===== config.mk =====
export PLATFORM = sky130hd
export DESIGN_NAME = uart_cmd_dispatcher_flat
export DESIGN_NICKNAME = d
export VERILOG_FILES = /design/src/rtl/uart_cmd_dispatcher_pkg.sv /design/src/rtl/uart_cmd_dispatcher_if.sv /design/src/rtl/uart_cmd_dispatcher_resp_framer.sv /design/src/rtl/uart_cmd_dispatcher.sv /design/src/flat_wrapper.sv
export SDC_FILE = /design/constraint.sdc
export NUM_CORES = 1
export LEC_CHECK = 0
export CAP_MARGIN = 20
export CORE_ASPECT_RATIO = 1.2
export CORE_UTILIZATION = 48
export DETAILED_ROUTE_END_ITERATION = 8
export HOLD_SLACK_MARGIN = 0.05
export PLACE_DENSITY = 0.73
export SLEW_MARGIN = 20
export SYNTH_ARGS = -nofsm -noshare
export SYNTH_HDL_FRONTEND = slang
export SYNTH_SLANG_ARGS = --single-unit

===== constraint.sdc =====
create_clock -name clk -period 2.2 [get_ports clk]
set_input_delay 0.44 -clock clk [delete_from_list [all_inputs] [get_ports clk]]
set_output_delay 0.44 -clock clk [all_outputs]
set_load 0.01 [all_outputs]

===== src/rtl/uart_cmd_dispatcher_pkg.sv =====
// Shared constants, types and validation helpers for the UART command dispatcher.
package uart_cmd_pkg;

    localparam logic [7:0] TAIL   = 8'hBC;
    localparam logic [7:0] HEADER = 8'h40;
    localparam logic [7:0] RESP_LEN_BYTE = 8'h02;

    // Command codes
    localparam logic [7:0] CMD_BRIGHT = 8'h01;
    localparam logic [7:0] CMD_MODE   = 8'h02;
    localparam logic [7:0] CMD_GAIN   = 8'h03;
    localparam logic [7:0] CMD_BYPASS = 8'h04;
    localparam logic [7:0] CMD_COMMIT = 8'h05;
    localparam logic [7:0] CMD_STATUS = 8'h10;

    // Response status codes
    localparam logic [7:0] ST_OK       = 8'h00;
    localparam logic [7:0] ST_BAD_TAIL = 8'h01;
    localparam logic [7:0] ST_BAD_LEN  = 8'h02;
    localparam logic [7:0] ST_BAD_CODE = 8'h03;

    // Configuration reset values
    localparam logic [7:0]  RST_BRIGHT = 8'h80;
    localparam logic [3:0]  RST_MODE   = 4'h0;
    localparam logic [15:0] RST_GAIN   = 16'h0100;
    localparam logic        RST_BYPASS = 1'b0;

    typedef enum logic [1:0] {
        S_IDLE = 2'd0,
        S_EXEC = 2'd1,
        S_RESP = 2'd2
    } state_t;

    // Only the low 16 parameter bits are ever consumed, so only those are stored.
    typedef struct packed {
        logic [7:0]  code;
        logic [7:0]  len;
        logic [15:0] para;
        logic [7:0]  check;
    } cmd_t;

    typedef struct packed {
        logic [7:0]  bright;
        logic [3:0]  mode;
        logic [15:0] gain;
        logic        bypass;
    } cfg_t;

    localparam cfg_t CFG_RST = '{bright: RST_BRIGHT, mode: RST_MODE,
                                 gain: RST_GAIN, bypass: RST_BYPASS};

    // Required frame length per code; zero marks an unknown code.
    function automatic logic [7:0] req_len(input logic [7:0] code);
        case (code)
            CMD_BRIGHT, CMD_MODE, CMD_BYPASS: return 8'd2;
            CMD_GAIN:                         return 8'd3;
            CMD_COMMIT, CMD_STATUS:           return 8'd1;
            default:                          return 8'd0;
        endcase
    endfunction

    // Tail is checked first, then the code, then the length.
    function automatic logic [7:0] cmd_status(input cmd_t c);
        if (c.check != TAIL)          return ST_BAD_TAIL;
        if (req_len(c.code) == 8'd0)  return ST_BAD_CODE;
        if (c.len != req_len(c.code)) return ST_BAD_LEN;
        return ST_OK;
    endfunction

endpackage


===== src/rtl/uart_cmd_dispatcher_if.sv =====
// Command-in / response-byte-out bundle between the UART side and the dispatcher.
interface uart_cmd_dispatcher_if;
    logic        i_cmd_valid;
    logic [7:0]  i_cmdcode;
    logic [7:0]  i_cmd_len;
    logic [31:0] i_para;
    logic [7:0]  i_check;
    logic        o_tx_valid;
    logic [7:0]  o_tx_data;
    logic        i_tx_ready;

    modport master (
        output i_cmd_valid, i_cmdcode, i_cmd_len, i_para, i_check, i_tx_ready,
        input  o_tx_valid, o_tx_data
    );

    modport slave (
        input  i_cmd_valid, i_cmdcode, i_cmd_len, i_para, i_check, i_tx_ready,
        output o_tx_valid, o_tx_data
    );
endinterface


===== src/rtl/uart_cmd_dispatcher_resp_framer.sv =====
// 5-byte acknowledge serializer: HEADER, 0x02, code|0x80, status, TAIL.
module m_resp_framer
    import uart_cmd_pkg::*;
(
    input  logic       clk,
    input  logic       rst_n,
    input  logic       load,
    input  logic [7:0] code,
    input  logic [7:0] status,
    input  logic       tx_ready,
    output logic       tx_valid,
    output logic [7:0] tx_data,
    output logic       done
);

    logic [2:0] idx_q;
    logic [7:0] code_q;
    logic [7:0] status_q;
    logic       hs;

    assign hs   = tx_valid & tx_ready;
    assign done = hs & (idx_q == 3'd4);

    function automatic logic [7:0] byte_at(input logic [2:0] i, input logic [7:0] c,
                                           input logic [7:0] s);
        case (i)
            3'd0:    return HEADER;
            3'd1:    return RESP_LEN_BYTE;
            3'd2:    return c;
            3'd3:    return s;
            default: return TAIL;
        endcase
    endfunction

    // Data is registered so it holds steady while the sink stalls.
    always_ff @(posedge clk or negedge rst_n) begin
        if (!rst_n) begin
            tx_valid <= 1'b0;
            tx_data  <= 8'h00;
            idx_q    <= 3'd0;
            code_q   <= 8'h00;
            status_q <= 8'h00;
        end else if (load) begin
            tx_valid <= 1'b1;
            tx_data  <= HEADER;
            idx_q    <= 3'd0;
            code_q   <= code | 8'h80;
            status_q <= status;
        end else if (hs) begin
            if (idx_q == 3'd4) begin
                tx_valid <= 1'b0;
                tx_data  <= 8'h00;
                idx_q    <= 3'd0;
            end else begin
                idx_q   <= idx_q + 3'd1;
                tx_data <= byte_at(idx_q + 3'd1, code_q, status_q);
            end
        end
    end

endmodule


===== src/rtl/uart_cmd_dispatcher.sv =====
// Validates command frames, maintains shadow/active dimming config, sends acks.
module uart_cmd_dispatcher
    import uart_cmd_pkg::*;
(
    input  logic                 clk,
    input  logic                 rst_n,
    uart_cmd_dispatcher_if.slave bus,
    input  logic                 i_vsync,
    output logic [7:0]           o_cfg_bright,
    output logic [3:0]           o_cfg_mode,
    output logic [15:0]          o_cfg_gain,
    output logic                 o_cfg_bypass,
    output logic                 o_cfg_update,
    output logic [7:0]           o_drop_cnt
);

    state_t     state_q, state_d;
    cmd_t       in_cmd, cur_q, buf_q;
    logic       buf_full_q;
    logic       take_cmd;
    cfg_t       shadow_q, active_q;
    logic       pending_q, update_q, vsync_q;
    logic [7:0] drop_q;
    logic [7:0] status_w, resp_status;
    logic       exec_ok, write_ok, commit_req, do_commit, resp_done;
    logic       unused_para;

    assign in_cmd      = {bus.i_cmdcode, bus.i_cmd_len, bus.i_para[15:0], bus.i_check};
    assign unused_para = ^bus.i_para[31:16];

    assign status_w   = cmd_status(cur_q);
    assign exec_ok    = (state_q == S_EXEC) && (status_w == ST_OK);
    assign write_ok   = exec_ok && (cur_q.code inside {CMD_BRIGHT, CMD_MODE, CMD_GAIN, CMD_BYPASS});
    // vsync edge and an executed commit in the same cycle collapse to one commit.
    assign commit_req = (i_vsync & ~vsync_q) | (exec_ok && cur_q.code == CMD_COMMIT);
    assign do_commit  = commit_req & pending_q;
    assign resp_status = (exec_ok && cur_q.code == CMD_STATUS) ? drop_q : status_w;

    // State register
    always_ff @(posedge clk or negedge rst_n) begin
        if (!rst_n) state_q <= S_IDLE;
        else        state_q <= state_d;
    end

    // Next-state: buffered command has priority over a fresh one in IDLE
    always_comb begin
        state_d  = state_q;
        take_cmd = 1'b0;
        case (state_q)
            S_IDLE: if (buf_full_q || bus.i_cmd_valid) begin
                take_cmd = 1'b1;
                state_d  = S_EXEC;
            end
            S_EXEC: state_d = S_RESP;
            S_RESP: if (resp_done) state_d = S_IDLE;
            default: state_d = S_IDLE;
        endcase
    end

    // Current command latch, one-entry buffer and saturating drop counter
    always_ff @(posedge clk or negedge rst_n) begin
        if (!rst_n) begin
            cur_q      <= '0;
            buf_q      <= '0;
            buf_full_q <= 1'b0;
            drop_q     <= 8'h00;
        end else begin
            if (take_cmd) cur_q <= buf_full_q ? buf_q : in_cmd;
            if (state_q == S_IDLE) begin
                // Buffer drains into cur; a same-cycle arrival refills it.
                if (buf_full_q) begin
                    if (bus.i_cmd_valid) buf_q <= in_cmd;
                    else                 buf_full_q <= 1'b0;
                end
            end else if (bus.i_cmd_valid) begin
                if (!buf_full_q) begin
                    buf_q      <= in_cmd;
                    buf_full_q <= 1'b1;
                end else if (drop_q != 8'hFF) begin
                    drop_q <= drop_q + 8'd1;
                end
            end
        end
    end

    // Shadow writes, pending flag and shadow->active commit
    always_ff @(posedge clk or negedge rst_n) begin
        if (!rst_n) begin
            shadow_q  <= CFG_RST;
            active_q  <= CFG_RST;
            pending_q <= 1'b0;
            update_q  <= 1'b0;
            vsync_q   <= 1'b0;
        end else begin
            vsync_q  <= i_vsync;
            update_q <= do_commit;
            // Commit copies the pre-write shadow; a same-cycle write stays pending.
            if (do_commit) active_q <= shadow_q;
            if (write_ok) begin
                case (cur_q.code)
                    CMD_BRIGHT: shadow_q.bright <= cur_q.para[7:0];
                    CMD_MODE:   shadow_q.mode   <= cur_q.para[3:0];
                    CMD_GAIN:   shadow_q.gain   <= cur_q.para[15:0];
                    default:    shadow_q.bypass <= cur_q.para[0];
                endcase
                pending_q <= 1'b1;
            end else if (do_commit) begin
                pending_q <= 1'b0;
            end
        end
    end

    m_resp_framer u_framer (
        .clk      (clk),
        .rst_n    (rst_n),
        .load     (state_q == S_EXEC),
        .code     (cur_q.code),
        .status   (resp_status),
        .tx_ready (bus.i_tx_ready),
        .tx_valid (bus.o_tx_valid),
        .tx_data  (bus.o_tx_data),
        .done     (resp_done)
    );

    assign o_cfg_bright = active_q.bright;
    assign o_cfg_mode   = active_q.mode;
    assign o_cfg_gain   = active_q.gain;
    assign o_cfg_bypass = active_q.bypass;
    assign o_cfg_update = update_q;
    assign o_drop_cnt   = drop_q;

endmodule


===== src/flat_wrapper.sv =====
// flat-port wrapper written by rule: the top's interface ports become plain ports
module uart_cmd_dispatcher_flat import uart_cmd_pkg::*;
  (clk, rst_n, i_vsync, o_cfg_bright, o_cfg_mode, o_cfg_gain, o_cfg_bypass, o_cfg_update, o_drop_cnt, bus_i_cmd_valid, bus_i_cmdcode, bus_i_cmd_len, bus_i_para, bus_i_check, bus_i_tx_ready, bus_o_tx_valid, bus_o_tx_data);
  uart_cmd_dispatcher_if bus_i ();
  input  logic clk;
  input  logic rst_n;
  input  logic i_vsync;
  output logic [7:0] o_cfg_bright;
  output logic [3:0] o_cfg_mode;
  output logic [15:0] o_cfg_gain;
  output logic o_cfg_bypass;
  output logic o_cfg_update;
  output logic [7:0] o_drop_cnt;
  input wire logic [$bits(bus_i.i_cmd_valid)-1:0] bus_i_cmd_valid;
  input wire logic [$bits(bus_i.i_cmdcode)-1:0] bus_i_cmdcode;
  input wire logic [$bits(bus_i.i_cmd_len)-1:0] bus_i_cmd_len;
  input wire logic [$bits(bus_i.i_para)-1:0] bus_i_para;
  input wire logic [$bits(bus_i.i_check)-1:0] bus_i_check;
  input wire logic [$bits(bus_i.i_tx_ready)-1:0] bus_i_tx_ready;
  output wire logic [$bits(bus_i.o_tx_valid)-1:0] bus_o_tx_valid;
  output wire logic [$bits(bus_i.o_tx_data)-1:0] bus_o_tx_data;
  assign bus_i.i_cmd_valid = bus_i_cmd_valid;
  assign bus_i.i_cmdcode = bus_i_cmdcode;
  assign bus_i.i_cmd_len = bus_i_cmd_len;
  assign bus_i.i_para = bus_i_para;
  assign bus_i.i_check = bus_i_check;
  assign bus_i.i_tx_ready = bus_i_tx_ready;
  assign bus_o_tx_valid = bus_i.o_tx_valid;
  assign bus_o_tx_data = bus_i.o_tx_data;
  uart_cmd_dispatcher u_core (.clk(clk), .rst_n(rst_n), .bus(bus_i), .i_vsync(i_vsync), .o_cfg_bright(o_cfg_bright), .o_cfg_mode(o_cfg_mode), .o_cfg_gain(o_cfg_gain), .o_cfg_bypass(o_cfg_bypass), .o_cfg_update(o_cfg_update), .o_drop_cnt(o_drop_cnt));
endmodule

# ---- Word level (Yosys, flattened, before mapping)
# Cells that the tools add are included.
dict set report totals {
  mem_count 0
  register_bits 180
  output_inout_bits 47
  input_bits 61
  mem_bits_rw 0
  latchBits 0
  mem_bits_ro 0
}
dict set report classes {
  muxes 43
  n_div 0
  n_eq_ne 19
  n_reduce_logical 25
  n_mul 0
  bitwise_logic 8
  order_cmp 0
  n_shift 0
  n_addsub 2
}
# operator n
set ops {}
lappend ops {{$mux 40} 5}
lappend ops {{$mux 8} 13}
lappend ops {{$pmux 8 s4} 1}
lappend ops {{$mux 1} 17}
lappend ops {{$eq 8x2->1 const B} 2}
lappend ops {{$eq 8x3->1 const B} 2}
lappend ops {{$logic_not 8->1} 2}
lappend ops {{$ne 8x8->1 const B} 2}
lappend ops {{$pmux 2 s3} 2}
lappend ops {{$reduce_and 2->1} 6}
lappend ops {{$mux 3} 3}
lappend ops {{$add 8x1->8 const B} 1}
lappend ops {{$eq 8x1->1 const B} 1}
lappend ops {{$eq 8x5->1 const B} 1}
lappend ops {{$ne 8x8->1} 1}
lappend ops {{$reduce_bool 2->1} 4}
lappend ops {{$eq 3x2->1 const B} 2}
lappend ops {{$ne 2x1->1 const B} 3}
lappend ops {{$reduce_or 3->1} 2}
lappend ops {{$and 1x1->1} 4}
lappend ops {{$logic_and 1x1->1} 4}
lappend ops {{$mux 2} 2}
lappend ops {{$reduce_and 4->1} 1}
lappend ops {{$reduce_bool 4->1} 1}
lappend ops {{13 further kinds} 15}

# ---- Logic depth before layout (Yosys ltp)
# Gate-level depths: netlist of the first run.
dict set report depth {
  depth_word 23
  depth_mapped 8
  mapped_depth_nobuf 7
}

# ---- Hierarchy
# A second synthesis of the first run with hierarchy kept.
dict set report unflattened {
  hier_cells 578
  area_unflattened_um2 7761.2
}
# module instances cells_each area_per_inst_um2
set by_module_without_submodules {}
lappend by_module_without_submodules {uart_cmd_dispatcher 1 483 6492.5}
lappend by_module_without_submodules {m_resp_framer 1 95 1268.7}

# ---- Worst setup path before layout of the first run
# Ideal clock, no wire load.
dict set report synth_path {
  kind {register -> register}
  from {register u_core.cur_q[33] in the netlist's numbering}
  to {register u_core.shadow_q[10] in the netlist's numbering}
  path_buffers 2
  synth_period_minus_slack_ps 2454
  path_slack_ps -254
  required_ps 2073
  arrival_time_ps 2326
  path_stages_with_launch 8
  setup_ps 127
  cell_sequence {dfrtp_1 -> or4b_4 -> o22a_1 -> a2111oi_4 -> and4_1 -> buf_4 -> buf_6 -> mux2_1}
}
dict set report synth_via {
  elab_chain_len 16
}
# element line_no
set synth_rtl {}
lappend synth_rtl {{start, declared} uart_cmd_dispatcher.sv:18} ;# cmd_t in_cmd, cur_q, buf_q;
lappend synth_rtl {{start signal, assigned} uart_cmd_dispatcher.sv:68} ;# if (take_cmd) cur_q <= buf_full_q ? buf_q : in_cmd;
lappend synth_rtl {{$eq 8x3->1 (tied with other cells)} {uart_cmd_dispatcher_pkg.sv:54, uart_cmd_dispatcher.sv:33}}
lappend synth_rtl {{$reduce_or 3->1 or $reduce_or 2->1 (tied branches)} uart_cmd_dispatcher_pkg.sv:54} ;# case (code)
lappend synth_rtl {{$pmux 2 s3} uart_cmd_dispatcher_pkg.sv:54}
lappend synth_rtl {{$mux 8} uart_cmd_dispatcher_pkg.sv:66} ;# if (c.len != req_len(c.code)) return ST_BAD_LEN;
lappend synth_rtl {{$mux 8} uart_cmd_dispatcher_pkg.sv:65} ;# if (req_len(c.code) == 8'd0) return ST_BAD_CODE;
lappend synth_rtl {{$ne 8x8->1} uart_cmd_dispatcher_pkg.sv:66}
lappend synth_rtl {{$mux 1 (2 in a row)} uart_cmd_dispatcher_pkg.sv:66}
lappend synth_rtl {{$mux 1} uart_cmd_dispatcher_pkg.sv:65}
lappend synth_rtl {{$mux 8} uart_cmd_dispatcher_pkg.sv:67} ;# return ST_OK;
lappend synth_rtl {{$mux 8} uart_cmd_dispatcher_pkg.sv:66}
lappend synth_rtl {{$mux 8} uart_cmd_dispatcher_pkg.sv:65}
lappend synth_rtl {{$logic_not 8->1} uart_cmd_dispatcher.sv:32} ;# assign exec_ok = (state_q == S_EXEC) && (status_w == ST_OK);
lappend synth_rtl {{$logic_and 1x1->1} uart_cmd_dispatcher.sv:32}
lappend synth_rtl {{$logic_and 1x1->1} uart_cmd_dispatcher.sv:33} ;# assign write_ok = exec_ok && (cur_q.code inside {CMD_BRIGHT, CMD_MODE, CMD_GAIN, CMD_BYPASS});
lappend synth_rtl {{$reduce_and 2->1 (no line) (*)} --}
lappend synth_rtl {{end, declared} uart_cmd_dispatcher.sv:21} ;# cfg_t shadow_q, active_q;
# Mark *: on every way between the ends. The rest lies on a longest branch, timed or not. The select of a mux whose other input is x is not followed.
# A chain may end at the register's enable or synchronous reset.

# ---- Worst setup path after layout of the first run
dict set report layout_path {
  from {register u_core.cur_q[32] in the netlist's numbering}
  to {register u_core.shadow_q[8] in the netlist's numbering}
}
# Same word-level chain as after synthesis.

==> flow_metrics.tcl, run 1 <==
set metrics [dict create \
    status "complete, but fails checks" \
    violations "negative setup slack" \
    firstDrtPassIters 4 \
    grt_pass1_vias 5395 \
    maxCapViolCount 0 \
    synth_area_mm2 0.00765 \
    pwr_density_cell_mw_per_mm2 1260 \
    ant_nets 0 \
    die_h_um 140 \
    die_w_um 117 \
    r2r-end "u_core.shadow_q[8]" \
    cts_sinks 180 \
    leakage_nw 4.57 \
    arrival_ps 2810 \
    synthCells 606 \
    cp-start-kind "register" \
    num_vias 5149 \
    diodes 0 \
    yosysMostFrequentCell "dfrtp_1" \
    track_usage_pct 21.0 \
    syn_to_final_growth_pct 30.6 \
    clk_path_buf_depth 2 \
    holdPathStages 2 \
    holdCritPathClass "register to register" \
    critPathCaptureType "register" \
    p_total_mw 12.6 \
    synth_warnings 0 \
    synth_top_area_cell "dfrtp_1" \
    min_to "u_core.u_framer.code_q[1]" \
    dieArea_mm2 0.0165 \
    fin_ws_ps -298 \
    cp-startpoint "u_core.cur_q[32]" \
    rsz0062_at_grt "yes" \
    synth_area_per_cell_um2 12.6 \
    worst_pin_slew_ps 535 \
    worstSetupPathType "register to register" \
    ys_seq_area_share_pct 58.9 \
    fin_setup_tns_ps -13350 \
    synth_top_cells_by_area "dfrtp_1 58%, mux2_2 8.8%, mux2_1 5.7%" \
    reg2reg_depth 6 \
    max_slew_margin_pct 64.2 \
    io_pins 108 \
    worstHoldStart "u_core.u_framer.code_q[1]" \
    cp_max_fo 8 \
    synthArstFlopShare_pct 100 \
    crit_required_ps 2510 \
    vdd_ir_drop_max_v 0.000934 \
    reg2reg_slack_ps -300 \
    drive_gt1_share_pct 23.4 \
    grt.overflow.total 0 \
    syn_nets 673 \
    synthTopCellsByCount "176 x dfrtp_1, 60 x mux2_2, 51 x nor2_1, 44 x a21oi_1, 43 x nand2_1" \
    coreArea_mm2 0.0156 \
    grt_first_pass_wirelength_um 26300 \
    gp_congestion 0.853 \
    hold_ws_ps 488 \
    reg2reg_from "u_core.cur_q[32]" \
    clock.fmax_mhz 400 \
    register_area_mm2 0.00451 \
    n_fill_cell 1172 \
    clk_latency_ps 430 \
    pwr-share-comb_pct 35.0 \
    synth_top_area_share_pct 57.6 \
    drtIter0Drc 265 \
    routed_via_density 5.41 \
    dp_hpwl_um 10700 \
    p_int_mw 8.29 \
    io_buffers 91 \
    grt_max_degree 82 \
    finClkSkew_ps 14.6 \
    fin_nets 798 \
    power.share.sequential_pct 40.1 \
    hold_viol 0 \
    h-tree-depth 4 \
    detail_route.wl_per_cell_um 17.4 \
    cts_tree "yes" \
    initial_core_util_pct 49.1 \
    postRouteWirelength_um 16500 \
    place_ws_ps -359 \
    switching_power_mw 4.34 \
    synth_edf_count 0 \
    antenna_found_initial 0 \
    period_share_pct 114 \
    maxSlewViolCount 0 \
    clockRootBuffer "clkbuf_16" \
    multi_input_area_mm2 0.00314 \
    route.detailed.drc 0 \
    numCtsBuffers 17 \
    synthFlopType "dfrtp_1" \
    clk_pin_slew_ps 70 \
    p_clk_share_pct 24.9 \
    period_needed_ps 2500 \
    setup_violations 64 \
    synth.distinct_cells 56 \
    rows 50 \
    p_sw_share_pct 34.4 \
    post-route-util_pct 64.1 \
    ys_ff_latch 180 \
]
==> routing by layer <==
layer	global-route usage [%]	part of all wire, %	up-vias	routed length [µm]
met1	25.9	42	2598	6990
met3	4.50	3.6	35	589
li1	-	-	2409	-
met4	7.46	2.3	0	388
met5	0	0	-	0
met2	35.8	52	107	8570
==> power groups by stage <==
stage / logic, mW / registers [mW] / clock network [mW]
finish: 4.43 / 5.06 / 3.14
CTS: 4.41 / 5.04 / 3.21
global placement: 4.19 / 5.00 / 0
floorplan: 2.94 / 4.95 / 0
detailed placement: 4.33 / 5.08 / 0
global route: 4.89 / 5.18 / 3.32
==> layout by cell type, fill, tap and decap left out, types with 3 or more instances in the layout <==
| cell type | n |
|---|---|
| dfrtp_1 | 175 |
| buf_4 | 31 |
| buf_12 | 7 |
| buf_6 | 5 |
| mux2_1 | 26 |
| nand4_1 | 6 |
| mux2i_1 | 40 |
| clkdlybuf4s50_1 | 90 |
| clkinv_8 | 3 |
| nor2b_1 | 3 |
| xnor2_1 | 6 |
| inv_8 | 3 |
| a221oi_1 | 5 |
| a21oi_1 | 44 |
| nand2b_1 | 5 |
| ha_1 | 6 |
| inv_6 | 5 |
| inv_1 | 5 |
| nand3_1 | 5 |
| clkbuf_16 | 19 |
| a22o_1 | 8 |
| mux2_2 | 52 |
| o21ai_0 | 17 |
| mux2_4 | 21 |
| nand3b_1 | 3 |
| xor2_1 | 3 |
| dfstp_2 | 4 |
| nand2_1 | 42 |
| nor2_1 | 51 |
==> critical path: stages (launching register included) <==
cell	delay [ps]
dfrtp_1	380
or4b_4	560
o22a_4	290
a2111oi_4	340
and4_4	330
buf_16	150
mux2_1	330
==> flip-flops by register name, summed over array words and instances, names as in the netlist <==
| signal | count |
|---|---|
| u_core.o_cfg_bright | 8 |
| u_core.o_cfg_update | 1 |
| u_core.u_framer.status_q | 8 |
| u_core.o_cfg_mode | 4 |
| u_core.u_framer.tx_valid | 1 |
| u_core.o_drop_cnt | 8 |
| u_core.u_framer.tx_data | 8 |
| u_core.o_cfg_gain | 16 |
| u_core.pending_q | 1 |
| u_core.buf_q | 40 |
| u_core.buf_full_q | 1 |
| u_core.state_q | 2 |
| u_core.cur_q | 40 |
| u_core.u_framer.idx_q | 3 |
| u_core.vsync_q | 1 |
| u_core.o_cfg_bypass | 1 |
| u_core.shadow_q | 29 |
| u_core.u_framer.code_q | 8 |
==> stage by stage <==
stage / instance area (µm²) / cells
6_report: 9990 / 952
3_5_place_dp: 9120 / 913
5_1_grt: 9990 / 952
3_3_place_gp: 9120 / 913
2_1_floorplan: 7700 / 606
4_1_cts: 9850 / 947
==> area by class of cell <==
type,instances,area share [%]
sequential,180,45.1
multi-input combinational,389,31.4
timing repair buffer,138,14.3
clock buffer,17,4.26
tap,208,2.60
clock inverter,15,2.04
inverter,5,0.188
==> cells by family after synthesis <==
kind of cell	share of synthesized area, %
AOI/OAI and AO/OA	8.04
xor gates and xnor gates	1.14
adders and majority gates	0.981
buffers and inverters	2.16
DFF	58.9
muxes	19.8
and+or+nand+nor	8.94
==> worst max path at each step <==
stage | slack [ps] | to | cells after the start
after global routing | -340 | u_core.shadow_q[8] | 6
after global placement | -280 | u_core.o_cfg_gain[14] | 6
after detailed placement | -360 | u_core.o_cfg_gain[4] | 6
after CTS | -270 | u_core.shadow_q[13] | 6
after floorplan | -250 | u_core.shadow_q[10] | 7
final | -300 | u_core.shadow_q[8] | 6
==> timing repair <==
item / 4_1_cts / 5_1_grt
endpoints found under the hold margin: 49 / 0
gates cloned: 1 / 3
setup endpoints to repair: 65 / 66
pin swaps: 5 / 5
resized for setup: 17 / 13
hold buffers: 1 / 0
buffers inserted: 0 / 2
Note: power is estimated with default switching activity, not from simulation.
==> run 2: changes to the inputs <==
- CORE_MARGIN: unset -> 1.5
==> flow_metrics.tcl, run 2 (synthesized netlist as in run 1, its figures left out) <==
set metrics [dict create \
    p_total_mw 12.6 \
    cp-startpoint "u_core.cur_q[26]" \
    grt_pass1_vias 5359 \
    numCtsBuffers 17 \
    cp_max_fo 8 \
    post-route-util_pct 65.0 \
    grt_first_pass_wirelength_um 27200 \
    maxCapViolCount 0 \
    cp_slowest_cell "or4_4" \
    worst_pin_slew_ps 579 \
    route.detailed.drc 0 \
    drive_gt1_share_pct 26.8 \
    die_h_um 141 \
    gp_congestion 0.863 \
    antenna_found_initial 0 \
    cts_tree "yes" \
    leakage_nw 4.59 \
    drtIter0Drc 258 \
    setup_violations 58 \
    grt.overflow.total 0 \
    reg2reg_depth 6 \
    num_vias 5166 \
    reg2reg_from "u_core.cur_q[26]" \
    clk_pin_slew_ps 70 \
    clock.fmax_mhz 399 \
    vdd_ir_drop_max_v 0.000686 \
    ant_nets 0 \
    diodes 0 \
    fin_ws_ps -308 \
    reg_top3 "u_core.buf_q: 40 flops, u_core.cur_q: 40 flops, u_core.shadow_q: 29 flops" \
    slowest_delay_ps 560 \
    dieArea_mm2 0.0167 \
    rsz0062_at_grt "yes" \
    reg2reg_slack_ps -310 \
    worstSetupPathType "register to register" \
    holdCritPathClass "register to register" \
    clk_latency_ps 430 \
    layout_commonest_cell "dfrtp_1" \
    violations "negative setup slack" \
    dp_hpwl_um 10800 \
    coreArea_mm2 0.0156 \
    crit_required_ps 2510 \
    rows 50 \
    max_slew_margin_pct 61.4 \
    h-tree-depth 4 \
    hold_viol 0 \
    clk_path_buf_depth 2 \
    crit_path_end "u_core.shadow_q[8]" \
    cp-start-kind "register" \
    die_w_um 118 \
    firstDrtPassIters 4 \
    r2r-end "u_core.shadow_q[8]" \
    critPathCaptureType "register" \
    fin_nets 808 \
    detail_route.wl_per_cell_um 16.9 \
    period_share_pct 114 \
    layout_common_cells "175 x dfrtp_1, 90 x clkdlybuf4s50_1, 51 x nor2_1, 49 x mux2_4, 46 x mux2_2" \
    arrival_ps 2820 \
    routed_via_density 5.38 \
    hold_ws_ps 477 \
    cts_sinks 180 \
    syn_to_final_growth_pct 32.3 \
    finClkSkew_ps 11.9 \
    io_buffers 91 \
    postRouteWirelength_um 16300 \
    path_cells "or4_4 > nand3b_1 > a2111oi_4 > and4_4 > clkbuf_16 > mux2_1" \
    io_pins 108 \
    grt_max_degree 59 \
    fin_setup_tns_ps -11430 \
    clockRootBuffer "clkbuf_16" \
    initial_core_util_pct 49.1 \
    maxSlewViolCount 0 \
    track_usage_pct 20.5 \
    status "complete, but fails checks" \
    pwr_density_cell_mw_per_mm2 1240 \
    period_needed_ps 2510 \
]
[run 2: changes by cell type in the layout (fill, tap and decap cells not counted), sizes merged]
cell	change
clkinvlp	+1
buf	+11
clkinv	-2
bufinv	-1
clkbuf	+2
inv	-2
[run 2: cell type report]
type	count	area, µm²
clock buffer	20	457
clock inverter	11	115
timing repair buffer	148	1540
fill	1109	5450
inverter	5	18.8
multi-input combinational	389	3230
tap	208	260
sequential	180	4510
[run 2: how the worst min path moves through the flow]
stage | start | end | slack, ps | depth (start not counted)
global route | i_vsync | u_core.vsync_q | 510 | 1
floorplan | rst_n | u_core.buf_full_q | 140 | 0
CTS | u_core.u_framer.tx_data[5] | u_core.u_framer.tx_data[5] | 490 | 2
global placement | rst_n | u_core.o_drop_cnt[1] | 440 | 1
detailed placement | rst_n | u_core.buf_q[34] | 450 | 1
finish | u_core.u_framer.tx_data[5] | u_core.u_framer.tx_data[5] | 480 | 2
[run 2: per-stage QoR]
step / std cells / setup WS, ps / area, µm²
global placement: 919 / -371 / 9200
global route: 961 / -368 / 10100
CTS: 959 / -274 / 10100
floorplan: 606 / -248 / 7700
detailed placement: 919 / -470 / 9200
finish: 961 / -308 / 10100
[run 2: power by group]
part	total, mW	internal (mW)	switching (mW)
clock network	2.94	1.64	1.30
logic	4.57	2.33	2.24
registers	5.04	4.35	0.688
total	12.6	8.32	4.24
[run 2: timing repair]
item                                    4_1_cts  5_1_grt
endpoints found under the setup margin       64       66
pin swaps                                     3        7
hold buffers                                  1        0
cloned                                        2        1
setup buffers                                 6        4
gates resized for setup                      41       21
hold endpoints to repair                     55        0
[run 2: critical path, delay by kind of cell (launching register included)]
| family | cells | cell delay, ps |
|---|---|---|
| DFF | 1 | 380 |
| AOI/OAI and AO/OA | 1 | 340 |
| and+or+nand+nor | 3 | 1150 |
| buffers and inverters | 1 | 180 |
| muxes | 1 | 330 |
[run 2: metal layers]
metal | track usage (%) | part of all wire (%) | routed length [µm] | vias up
li1 | - | - | - | 2427
met1 | 25.6 | 43 | 7030 | 2612
met2 | 35.1 | 51 | 8370 | 102
met3 | 4.14 | 2.9 | 468 | 25
met4 | 8.60 | 2.5 | 407 | 0
met5 | 0 | 0 | 0 | -
==> run 3: changes to the inputs <==
- CORE_MARGIN: 1.5 -> 4
==> flow_metrics.tcl, run 3 (synthesized netlist as in run 1, its figures left out) <==
set metrics [dict create \
    cts_sinks 180 \
    clk_path_buf_depth 2 \
    clk_pin_slew_ps 70 \
    reg_top3 "u_core.buf_q: 40 flops, u_core.cur_q: 40 flops, u_core.shadow_q: 29 flops" \
    layout_common_cells "175 x dfrtp_1, 90 x clkdlybuf4s50_1, 51 x nor2_1, 47 x mux2_4, 45 x mux2_2" \
    arrival_ps 2810 \
    rows 50 \
    n_fill_cell 1178 \
    switching_power_mw 4.39 \
    grt_max_degree 57 \
    p_total_mw 12.6 \
    leakage_nw 4.61 \
    setup_violations 64 \
    firstDrtPassIters 4 \
    critPathCaptureType "register" \
    detail_route.wl_per_cell_um 17.5 \
    final_area_mm2 0.0102 \
    routed_via_density 5.39 \
    num_vias 5192 \
    io_pins 108 \
    power.share.sequential_pct 40.1 \
    grt_first_pass_wirelength_um 27100 \
    layout_commonest_cell "dfrtp_1" \
    cp-startpoint "u_core.cur_q[33]" \
    p_int_mw 8.23 \
    maxCapViolCount 0 \
    track_usage_pct 19.1 \
    postRouteWirelength_um 16900 \
    cts_tree "yes" \
    ant_nets 0 \
    die_w_um 123 \
    clk_latency_ps 430 \
    cp-start-kind "register" \
    pwr-share-comb_pct 36.4 \
    numCtsBuffers 17 \
    hold_viol 0 \
    p_sw_share_pct 34.8 \
    worstHoldStart "u_core.u_framer.code_q[7]" \
    cp_max_fo 8 \
    rsz0062_at_grt "yes" \
    fin_nets 809 \
    grt.overflow.total 0 \
    p_clk_share_pct 23.5 \
    gp_congestion 0.917 \
    crit_required_ps 2510 \
    worstSetupPathType "register to register" \
    io_buffers 91 \
    coreArea_mm2 0.0156 \
    pwr_density_cell_mw_per_mm2 1240 \
    period_share_pct 114 \
    holdCritPathClass "register to register" \
    reg2reg_from "u_core.cur_q[33]" \
    status "complete, but fails checks" \
    drtIter0Drc 323 \
    period_needed_ps 2500 \
    syn_to_final_growth_pct 32.9 \
    grt_pass1_vias 5356 \
    violations "negative setup slack" \
    vdd_ir_drop_max_v 0.000883 \
    postPlaceCellArea_mm2 0.00915 \
    drive_gt1_share_pct 27.3 \
    antenna_found_initial 2 \
    worst_pin_slew_ps 556 \
    maxSlewViolCount 0 \
    initial_core_util_pct 48.9 \
    route.detailed.drc 0 \
    fin_ws_ps -299 \
    h-tree-depth 4 \
    clock.fmax_mhz 400 \
    dieArea_mm2 0.0180 \
    die_h_um 146 \
    dp_hpwl_um 10900 \
    finClkSkew_ps 10.5 \
    max_slew_margin_pct 62.8 \
    clockRootBuffer "clkbuf_16" \
]
run 3: cell types whose count changed in the layout (fill, tap and decap cells not counted), sizes merged:
cell	change
bufinv	-1
diode	+1
inv	+3
run 3: power by group through the flow:
stage	sequential [mW]	clock (mW)	combinational (mW)
global route	5.19	3.17	5.08
CTS	5.04	3.02	4.52
floorplan	4.95	0	2.94
global placement	5.00	0	4.20
detailed placement	5.08	0	4.35
finish	5.06	2.96	4.60
run 3: final timing paths:
| kind | depth (start not counted) | slack, ps | to |
|---|---|---|---|
| hold reg to reg | 1 | 470 | u_core.u_framer.code_q[7] |
| setup reg to reg | 6 | -300 | u_core.shadow_q[3] |
| max in group asynchronous | 3 | 950 | u_core.o_cfg_bright[7] |
| min in group asynchronous | 2 | 550 | u_core.o_drop_cnt[0] |
| setup / recovery | 6 | -300 | u_core.shadow_q[3] |
| hold / removal | 1 | 470 | u_core.u_framer.code_q[7] |
run 3: final cells by class:
cell class	count	area, µm²	share of cell area (%)
Multi-Input combinational cell	389	3240	31.9
Clock buffer	19	453	4.45
Antenna cell	1	2.50	0.0246
Tap cell	208	260	2.56
Sequential cell	180	4510	44.4
Clock inverter	13	133	1.30
Timing Repair Buffer	149	1550	15.2
Inverter	5	18.8	0.185
run 3: what timing repair did:
action / in CTS / in global routing
hold buffers: 1 / 0
resized for setup: 41 / 22
endpoints found under the hold margin: 53 / 0
pin swaps: 10 / 6
cloned: 2 / 2
setup buffers: 8 / 2
setup endpoints to repair: 67 / 67
run 3: worst max-delay path, cell delays in order (launching register included):
cell and delay (ps):
dfrtp_1 390, or4b_4 560, o22a_4 270, a2111oi_4 340, and4_4 330, clkbuf_16 170
mux2_1 330
run 3: stage by stage:
step | TNS (ps) | std cells | worst slack, ps | utilization, % | hold slack [ps]
CTS | -13980 | 959 | -277 | 64.0 | 476
detailed placement | -19630 | 917 | -408 | 58.5 | 456
finish | -12880 | 964 | -299 | 65.0 | 474
global route | -17980 | 964 | -374 | 65.0 | 506
floorplan | -8250 | 606 | -248 | - | 144
global placement | -14940 | 917 | -300 | 58.5 | 449
run 3: per-layer routing:
metal / GRT usage (%) / wire length, µm / up-vias
met1: 24.9 / 7240 / 2595
met4: 7.98 / 446 / 2
met2: 30.6 / 8600 / 111
met5: 0 / 18 / -
met3: 4.42 / 599 / 32
li1: - / - / 2452
